File: src/rtl/ram_upload_reader_if.sv
// ram_upload_reader_if: hps_io ioctl upload lines plus the RAM read port.
// Handshake: the HPS pulses ioctl_rd for one cycle to ask for the byte at
// ioctl_addr. There is no ready/ack. The reader guarantees a fresh ioctl_din
// three cycles after the strobe, or two cycles for a fill byte.
// On the RAM side, mem_rd acts as a one-cycle valid for mem_addr, and mem_q
// is valid exactly one cycle later. The RAM never stalls.
interface ram_upload_reader_if;
   logic        ioctl_upload_req;
   logic        ioctl_upload;
   logic        ioctl_rd;
   logic [24:0] ioctl_addr;
   logic [7:0]  ioctl_din;
   logic [15:0] mem_addr;
   logic        mem_rd;
   logic [7:0]  mem_q;

   // Reader side: drives the upload request, the returned byte and the RAM port.
   modport master (
      output ioctl_upload_req, ioctl_din, mem_addr, mem_rd,
      input  ioctl_upload, ioctl_rd, ioctl_addr, mem_q
   );

   // Environment side: hps_io and the RAM.
   modport slave (
      input  ioctl_upload_req, ioctl_din, mem_addr, mem_rd,
      output ioctl_upload, ioctl_rd, ioctl_addr, mem_q
   );
endinterface

File: src/rtl/ram_upload_reader.sv
// ram_upload_reader: serves main-RAM bytes to the HPS over the ioctl upload
// protocol so cartridge RAM can be saved to a file. While busy it owns the RAM
// address and read strobe.
module ram_upload_reader #(
   parameter logic [15:0] BASE_ADDR = 16'h7000,
   parameter logic [16:0] SIZE      = 17'h09000,
   parameter logic [7:0]  FILL      = 8'hFF,
   parameter logic [19:0] TIMEOUT   = 20'hFFFFF
) (
   input  logic                  clk_sys,
   input  logic                  reset,
   input  logic                  save_trig,
   ram_upload_reader_if.master   bus,
   output logic                  busy,
   output logic                  done,
   output logic                  timeout_err,
   output logic [2:0]            state_dbg
);

   typedef enum logic [2:0] {
      ST_IDLE    = 3'd0,
      ST_REQ     = 3'd1,
      ST_WAIT    = 3'd2,
      ST_ACTIVE  = 3'd3,
      ST_READ    = 3'd4,
      ST_CAPTURE = 3'd5
   } state_t;

   // Widened so offsets of 64 KiB and above compare as out of range instead of aliasing.
   localparam logic [24:0] SIZE_EXT = {8'd0, SIZE};

   state_t      state;
   logic        trig_d;
   logic [19:0] wait_cnt;
   logic [24:0] off;
   logic        pend;
   logic [24:0] pend_addr;
   logic        end_seen;

   logic [24:0] req_addr;
   logic        req_in_range;
   logic [15:0] req_mem_addr;
   logic        off_in_range;
   logic        session_over;

   assign state_dbg = state;

   // Pick the request to serve: a fresh strobe overrides a pending one.
   always_comb begin
      req_addr     = bus.ioctl_rd ? bus.ioctl_addr : pend_addr;
      req_in_range = (req_addr < SIZE_EXT);
      req_mem_addr = BASE_ADDR + req_addr[15:0];
      off_in_range = (off < SIZE_EXT);
      session_over = !bus.ioctl_upload || end_seen;
   end

   // Main FSM. All outputs are registered. The RAM strobe is issued on the
   // ACTIVE->READ edge so that the address is valid during READ.
   always_ff @(posedge clk_sys) begin
      if (reset) begin
         state                <= ST_IDLE;
         trig_d               <= 1'b0;
         wait_cnt             <= 20'd0;
         off                  <= 25'd0;
         pend                 <= 1'b0;
         pend_addr            <= 25'd0;
         end_seen             <= 1'b0;
         bus.ioctl_upload_req <= 1'b0;
         bus.ioctl_din        <= 8'h00;
         bus.mem_addr         <= 16'h0000;
         bus.mem_rd           <= 1'b0;
         busy                 <= 1'b0;
         done                 <= 1'b0;
         timeout_err          <= 1'b0;
      end else begin
         trig_d               <= save_trig;
         bus.ioctl_upload_req <= 1'b0;
         bus.mem_rd           <= 1'b0;
         done                 <= 1'b0;
         timeout_err          <= 1'b0;

         case (state)
            ST_IDLE: begin
               if (save_trig && !trig_d) begin
                  state                <= ST_REQ;
                  bus.ioctl_upload_req <= 1'b1;
                  busy                 <= 1'b1;
               end else if (bus.ioctl_upload) begin
                  state    <= ST_ACTIVE;
                  end_seen <= 1'b0;
                  busy     <= 1'b1;
               end
            end

            ST_REQ: begin
               wait_cnt <= 20'd0;
               end_seen <= 1'b0;
               state    <= ST_WAIT;
            end

            ST_WAIT: begin
               if (bus.ioctl_upload) begin
                  state <= ST_ACTIVE;
               end else if (wait_cnt >= TIMEOUT - 20'd1) begin
                  state       <= ST_IDLE;
                  busy        <= 1'b0;
                  timeout_err <= 1'b1;
               end else begin
                  wait_cnt <= wait_cnt + 20'd1;
               end
            end

            ST_ACTIVE: begin
               if (!bus.ioctl_upload) begin
                  state <= ST_IDLE;
                  busy  <= 1'b0;
                  done  <= 1'b1;
                  pend  <= 1'b0;
               end else if (bus.ioctl_rd || pend) begin
                  off   <= req_addr;
                  pend  <= 1'b0;
                  state <= ST_READ;
                  if (req_in_range) begin
                     bus.mem_rd   <= 1'b1;
                     bus.mem_addr <= req_mem_addr;
                  end
               end
            end

            ST_READ, ST_CAPTURE: begin
               if (bus.ioctl_rd) begin
                  pend      <= 1'b1;
                  pend_addr <= bus.ioctl_addr;
               end
               if (!bus.ioctl_upload) begin
                  end_seen <= 1'b1;
               end
               if (state == ST_READ && off_in_range) begin
                  state <= ST_CAPTURE;
               end else begin
                  bus.ioctl_din <= (state == ST_READ) ? FILL : bus.mem_q;
                  if (session_over) begin
                     state    <= ST_IDLE;
                     busy     <= 1'b0;
                     done     <= 1'b1;
                     pend     <= 1'b0;
                     end_seen <= 1'b0;
                  end else begin
                     state <= ST_ACTIVE;
                  end
               end
            end

            default: begin
               state <= ST_IDLE;
               busy  <= 1'b0;
            end
         endcase
      end
   end

endmodule

File: src/flat_wrapper.sv
// flat-port wrapper written by rule: the top's interface ports become plain ports
module ram_upload_reader_flat 
#(
   parameter logic [15:0] BASE_ADDR = 16'h7000,
   parameter logic [16:0] SIZE      = 17'h09000,
   parameter logic [7:0]  FILL      = 8'hFF,
   parameter logic [19:0] TIMEOUT   = 20'hFFFFF
)
  (clk_sys, reset, save_trig, busy, done, timeout_err, state_dbg, bus_ioctl_upload_req, bus_ioctl_din, bus_mem_addr, bus_mem_rd, bus_ioctl_upload, bus_ioctl_rd, bus_ioctl_addr, bus_mem_q);
  ram_upload_reader_if bus_i ();
  input  logic clk_sys;
  input  logic reset;
  input  logic save_trig;
  output logic busy;
  output logic done;
  output logic timeout_err;
  output logic [2:0] state_dbg;
  output wire logic [$bits(bus_i.ioctl_upload_req)-1:0] bus_ioctl_upload_req;
  output wire logic [$bits(bus_i.ioctl_din)-1:0] bus_ioctl_din;
  output wire logic [$bits(bus_i.mem_addr)-1:0] bus_mem_addr;
  output wire logic [$bits(bus_i.mem_rd)-1:0] bus_mem_rd;
  input wire logic [$bits(bus_i.ioctl_upload)-1:0] bus_ioctl_upload;
  input wire logic [$bits(bus_i.ioctl_rd)-1:0] bus_ioctl_rd;
  input wire logic [$bits(bus_i.ioctl_addr)-1:0] bus_ioctl_addr;
  input wire logic [$bits(bus_i.mem_q)-1:0] bus_mem_q;
  assign bus_ioctl_upload_req = bus_i.ioctl_upload_req;
  assign bus_ioctl_din = bus_i.ioctl_din;
  assign bus_mem_addr = bus_i.mem_addr;
  assign bus_mem_rd = bus_i.mem_rd;
  assign bus_i.ioctl_upload = bus_ioctl_upload;
  assign bus_i.ioctl_rd = bus_ioctl_rd;
  assign bus_i.ioctl_addr = bus_ioctl_addr;
  assign bus_i.mem_q = bus_mem_q;
  ram_upload_reader #(.BASE_ADDR(BASE_ADDR), .SIZE(SIZE), .FILL(FILL), .TIMEOUT(TIMEOUT)) u_core (.clk_sys(clk_sys), .reset(reset), .save_trig(save_trig), .bus(bus_i), .busy(busy), .done(done), .timeout_err(timeout_err), .state_dbg(state_dbg));
endmodule
File: config.mk
export PLATFORM = sky130hd
export DESIGN_NAME = ram_upload_reader_flat
export DESIGN_NICKNAME = d
export VERILOG_FILES = /design/src/rtl/ram_upload_reader_if.sv /design/src/rtl/ram_upload_reader.sv /design/src/flat_wrapper.sv
export SDC_FILE = /design/constraint.sdc
export NUM_CORES = 1
export LEC_CHECK = 0
export CAP_MARGIN = 25
export CORE_UTILIZATION = 40
export DETAILED_ROUTE_END_ITERATION = 16
export GPL_ROUTABILITY_DRIVEN = 0
export GPL_TIMING_DRIVEN = 1
export MAX_ROUTING_LAYER = met4
export PLACE_DENSITY = 0.65
export SYNTH_ARGS = -nofsm -noshare
export SYNTH_HDL_FRONTEND = slang
export SYNTH_SLANG_ARGS = --single-unit
File: constraint.sdc
create_clock -name clk_sys -period 2.7 [get_ports clk_sys]
set_clock_uncertainty 0.15 [all_clocks]
set_input_delay 0.54 -clock clk_sys [delete_from_list [all_inputs] [get_ports clk_sys]]
set_output_delay 0.54 -clock clk_sys [all_outputs]
set_load 0.01 [all_outputs]
-- After elaboration in Yosys (flattened, before gate mapping)
Index checks and enable logic that the tools add are counted.
- add/subtract/negate cells: 2
- magnitude comparators: 3
- equal/unequal tests: 16
- mux-type cells: 41
- bitwise gates (word level): 7
- reduce and logical (&&, ||, !) cells: 22
- operators with widths (cell ; number):
    $lt A25 B16 Y1 const B ; 2
    $mux W20 ; 2
    $pmux W20 S2 ; 1
    $mux W25 ; 1
    $mux W1 ; 23
    $mux W3 ; 7
    $add A20 B1 Y20 const B ; 1
    $ge A20 B20 Y1 const B ; 1
    $add A15 B16 Y16 const A ; 1
    $pmux W3 S5 ; 1
    $ne A2 B2 Y1 const B ; 6
    $reduce_and A3 Y1 ; 4
    $ne A3 B2 Y1 const B ; 3
    $mux W8 ; 1
    $not A1 Y1 ; 7
    $reduce_and A7 Y1 ; 1
    $eq A3 B2 Y1 const B ; 2
    $eq A3 B3 Y1 const B ; 2
    $pmux W1 S5 ; 1
    $ne A2 B1 Y1 const B ; 2
    $pmux W1 S2 ; 2
    $reduce_and A2 Y1 ; 2
    $reduce_and A4 Y1 ; 1
    $reduce_bool A2 Y1 ; 2
    other kinds (11) ; 15
- register bits after elaboration: 105
- bits of input ports: 38
- word-level logic and storage cells: 105

-- Longest topological paths before layout
- depth in word-level cells: 5
- gate-level depth with buffers: 8
- mapped depth without buffers: 7

-- Least setup slack after synthesis
Ideal clock, no wire load.
- kind: input-to-reg
- start: input port bus_ioctl_rd
- end: register u_core.bus.mem_addr[12]
- setup time: 0.128 ns
- arrival time: 2.111 ns
- path slack: 0.311 ns
- cell stages on the path: 7
- path buffers: 2
- cell sequence: buf_2 mux2i_1 nand3_1 a2111oi_2 buf_2 mux2i_1 nor2_1
- cells in the longest elaborated chain, start to end: 3
- elaborated cells between the ends (all ways): 5
- ends and longest elaborated chain (what ; line ; source):
    from (decl) ; flat_wrapper.sv:23 ; input wire logic [$bits(bus_i.ioctl_rd)-1:0] bus_ioctl_rd;
    $mux W25 ; n/a ;
    $lt A25 B16 Y1 ; ram_upload_reader.sv:51 ; req_in_range = (req_addr < SIZE_EXT);
    $reduce_and A4 Y1 (no source line) ; n/a ;
    to (signal assigned) ; ram_upload_reader.sv:125 ; bus.mem_addr <= req_mem_addr;
    to (decl) ; ram_upload_reader_if.sv:19 ; output ioctl_upload_req, ioctl_din, mem_addr, mem_rd,
Several ways; a longest one is shown, not always the timed one.
A chain may end at the register's enable or synchronous reset.

-- Worst setup path in the final report
- start: input port bus_ioctl_upload
- end: register u_core.wait_cnt[8]
- cells in the longest elaborated chain, start to end: 2
- ends and longest elaborated chain (what ; line ; source):
    from (decl) ; flat_wrapper.sv:22 ; input wire logic [$bits(bus_i.ioctl_upload)-1:0] bus_ioctl_upload;
    $ne A2 B2 Y1 (no source line) ; n/a ;
    $reduce_and A3 Y1 (no source line) ; n/a ;
    to (signal assigned) ; ram_upload_reader.sv:109 ; wait_cnt <= wait_cnt + 20'd1;
    to (decl) ; ram_upload_reader.sv:34 ; logic [19:0] wait_cnt;
Every way passes these cells.

==> results.json <==
{
  "status": "completed",
  "crit_arrival_ns": 2.54,
  "pre_cts_slack_ns": -0.113,
  "drv_slew": 0,
  "cts_setup_buffers": 0,
  "p_switching_uw": 718,
  "cts_hold_buffers": 0,
  "routedWlPerCell_um": 14.1,
  "fillers": 957,
  "r2r-end": "u_core.wait_cnt[10]",
  "power_density_nw_per_um2": 530,
  "design_area_um2": 5230,
  "crit_type": "in2reg",
  "p_leak_uw": 0.00177,
  "io_buffers": 69,
  "grt_first_pass_wirelength_um": 16000,
  "grt_pass1_vias": 3365,
  "die_h_um": 103,
  "drt_wl_total_um": 9460,
  "p_total_uw": 2770,
  "peakVddDrop_mv": 0.316,
  "layout-drive-gt1-share_pct": 11.9,
  "synth_warnings": 0,
  "routed-via-count": 3556,
  "rsz0062_at_grt": "no",
  "hp-start": "u_core.pend_addr[10]",
  "wl_met2_um": 4360,
  "die_x_um": 103,
  "worstReg2RegStart": "u_core.wait_cnt[0]",
  "start_util_pct": 41.6,
  "synthCells": 460,
  "synth-edff-count": 0,
  "finalNetCount": 575,
  "route.top_layer_used": "met4",
  "htreeDepth": 3,
  "placed_area_um2": 5010,
  "finalCritPeriodShare_pct": 90.5,
  "pwr-share-seq_pct": 51.2,
  "dr.pass1.iters": 4,
  "clk_latency_ns": 0.37,
  "cts.sinks": 93,
  "p_int_uw": 2050,
  "io_pins": 70,
  "min_path_cells": 2,
  "dpl.hpwl_um": 6510,
  "die_area_um2": 10600,
  "cp_max_fo": 5,
  "synth.avg_cell_area_um2": 8.88,
  "antenna_cells": 0,
  "grt_max_degree": 55,
  "holdWs_ns": 0.309,
  "multi_input_area_um2": 2060,
  "holdPathEnd": "u_core.pend_addr[10]",
  "drtIter0Drc": 129,
  "seqCellArea_um2": 1860,
  "rows": 36,
  "area_growth_pct": 28.0,
  "switching_share_pct": 25.9,
  "min_period_ns": 2.44,
  "mostFrequentLayoutCell": "dfxtp_1",
  "cts.repair.resized": 0,
  "tightest_slew_ns": 0.674,
  "power_frac_comb_pct": 12.4,
  "synth_nets": 501,
  "relSlewSlack_pct": 54.7,
  "tritoncts": "done",
  "grt_usage_pct": 19.9,
  "cap_violations": 0,
  "pwr-share-clk_pct": 36.4,
  "design.core.area_um2": 9820,
  "finalHoldViolations": 0,
  "reg2reg_slack_ns": 0.35,
  "yosysUniqueCellTypes": 53,
  "synthFlopType": "dfxtp_1",
  "hold_class": "reg2reg",
  "reg2reg_depth": 8,
  "setup_viol": 0,
  "cts_buffers": 9,
  "grt_overflow": 0,
  "antenna_found_initial": 0,
  "fmaxAchievable_mhz": 409,
  "drt-met1-wl_um": 4560,
  "syn_area_um2": 4090,
  "cp.required_ns": 2.80,
  "ant_nets": 0,
  "path_clk_slew_ns": 0.10,
  "seq_area_frac_synth_pct": 45.6,
  "ys_seq_elements": 93,
  "async_reset_ff_share_pct": 0,
  "finalWorstSetupSlack_ns": 0.256,
  "cts_root_buf": "clkbuf_8",
  "drcViolationCount": 0,
  "crit_path_end_kind": "register",
  "cts_buffer_depth": 2,
  "avgViaCountPerCell": 5.29,
  "final_cell_mix": "dfxtp_1, clkdlybuf4s50_1, nor2_1",
  "route.met3.wl_um": 427,
  "crit_path_start_kind": "primary input"
}
==> per-layer routing <==
layer / up-vias / global-route usage, %
met5: - / -
met4: 0 / 6.83
met3: 11 / 5.02
met2: 80 / 30.8
met1: 1663 / 25.2
li1: 1802 / -
==> critical path, cell delays in order <==
cell             delay (ns)
clkdlybuf4s50_1        0.43
buf_4                  0.15
or4b_1                 0.55
or3_2                  0.51
a21oi_1                0.18
xnor2_1                0.14
nor2_1                 0.05
==> kinds of logic (layout without fill, tap and decap cells) <==
group,after synthesis,after routing,share of synthesized area [%]
simple gates,172,172,19.6
compound gates,109,109,19.4
flops,93,93,45.6
buf+inv,40,119,4.29
mux,28,28,6.98
xor+xnor,15,15,3.22
fa+ha+maj,3,3,0.919
==> cells in the mapped netlist (2+ instances only) <==
cell | instances | area (µm²)
xnor2_1 | 14 | 123
o21a_1 | 4 | 30.0
nand2b_1 | 3 | 18.8
and4_1 | 2 | 17.5
buf_2 | 5 | 25.0
ha_1 | 3 | 37.5
a211oi_1 | 37 | 278
or4_1 | 5 | 37.5
a22oi_1 | 3 | 22.5
and2_1 | 2 | 12.5
nand4_1 | 7 | 43.8
a2111oi_0 | 6 | 52.6
nor2_1 | 62 | 233
mux2i_1 | 26 | 260
nor4_1 | 5 | 31.3
buf_6 | 2 | 22.5
clkbuf_1 | 22 | 82.6
nor3_1 | 6 | 30.0
inv_1 | 7 | 26.3
nand3_1 | 8 | 40.0
o221a_2 | 8 | 90.1
dfxtp_1 | 93 | 1860
o31ai_1 | 6 | 45.0
nor2b_1 | 5 | 31.3
o2111ai_1 | 2 | 17.5
a21oi_1 | 31 | 155
nand2_1 | 54 | 203
o21ai_0 | 2 | 10.0
or2_2 | 4 | 25.0
buf_1 | 3 | 11.3
==> sequential cells by signal, indices dropped and copies added (netlist names), 3 cells and up <==
name	flops
u_core.bus.mem_addr	16
u_core.state_dbg	3
u_core.bus.ioctl_din	8
u_core.pend_addr	25
u_core.wait_cnt	20
u_core.off	13
==> how the worst max path moves through the flow <==
stage / slack, ns / cells after the start / to / from
3_3_place_gp: -0.06 / 7 / u_core.wait_cnt[8] / bus_ioctl_upload
2_1_floorplan: 0.31 / 7 / u_core.bus.mem_addr[12] / bus_ioctl_rd
3_5_place_dp: -0.11 / 7 / u_core.wait_cnt[8] / bus_ioctl_upload
4_1_cts: 0.29 / 7 / u_core.wait_cnt[8] / bus_ioctl_upload
6_report: 0.26 / 7 / u_core.wait_cnt[8] / bus_ioctl_upload
5_1_grt: 0.18 / 7 / u_core.wait_cnt[16] / u_core.wait_cnt[1]
==> power by group through the flow <==
stage	registers (µW)	logic, µW	clock network, µW
final	1420	343	1010
after global routing	1420	379	1100
after CTS	1420	345	1040
after detailed placement	1450	344	0
after global placement	1450	339	0
after floorplan	1450	192	0
==> metrics by stage <==
stage	instances	setup TNS [ns]	util, %
finish	672	0	53.2
global route	672	0	53.2
CTS	672	0	53.2
detailed placement	656	-0.273	51.0
global placement	656	-0.120	51.0
floorplan	460	0	-
==> cell type report <==
type	count	share of cell area, %
clock buffer	11	2.90
tap	133	3.18
sequential	93	35.6
clock inverter	5	1.27
inverter	7	0.503
multi-input combinational	327	39.4
timing repair buffer	96	17.1
(Power assumes the default switching activity.)
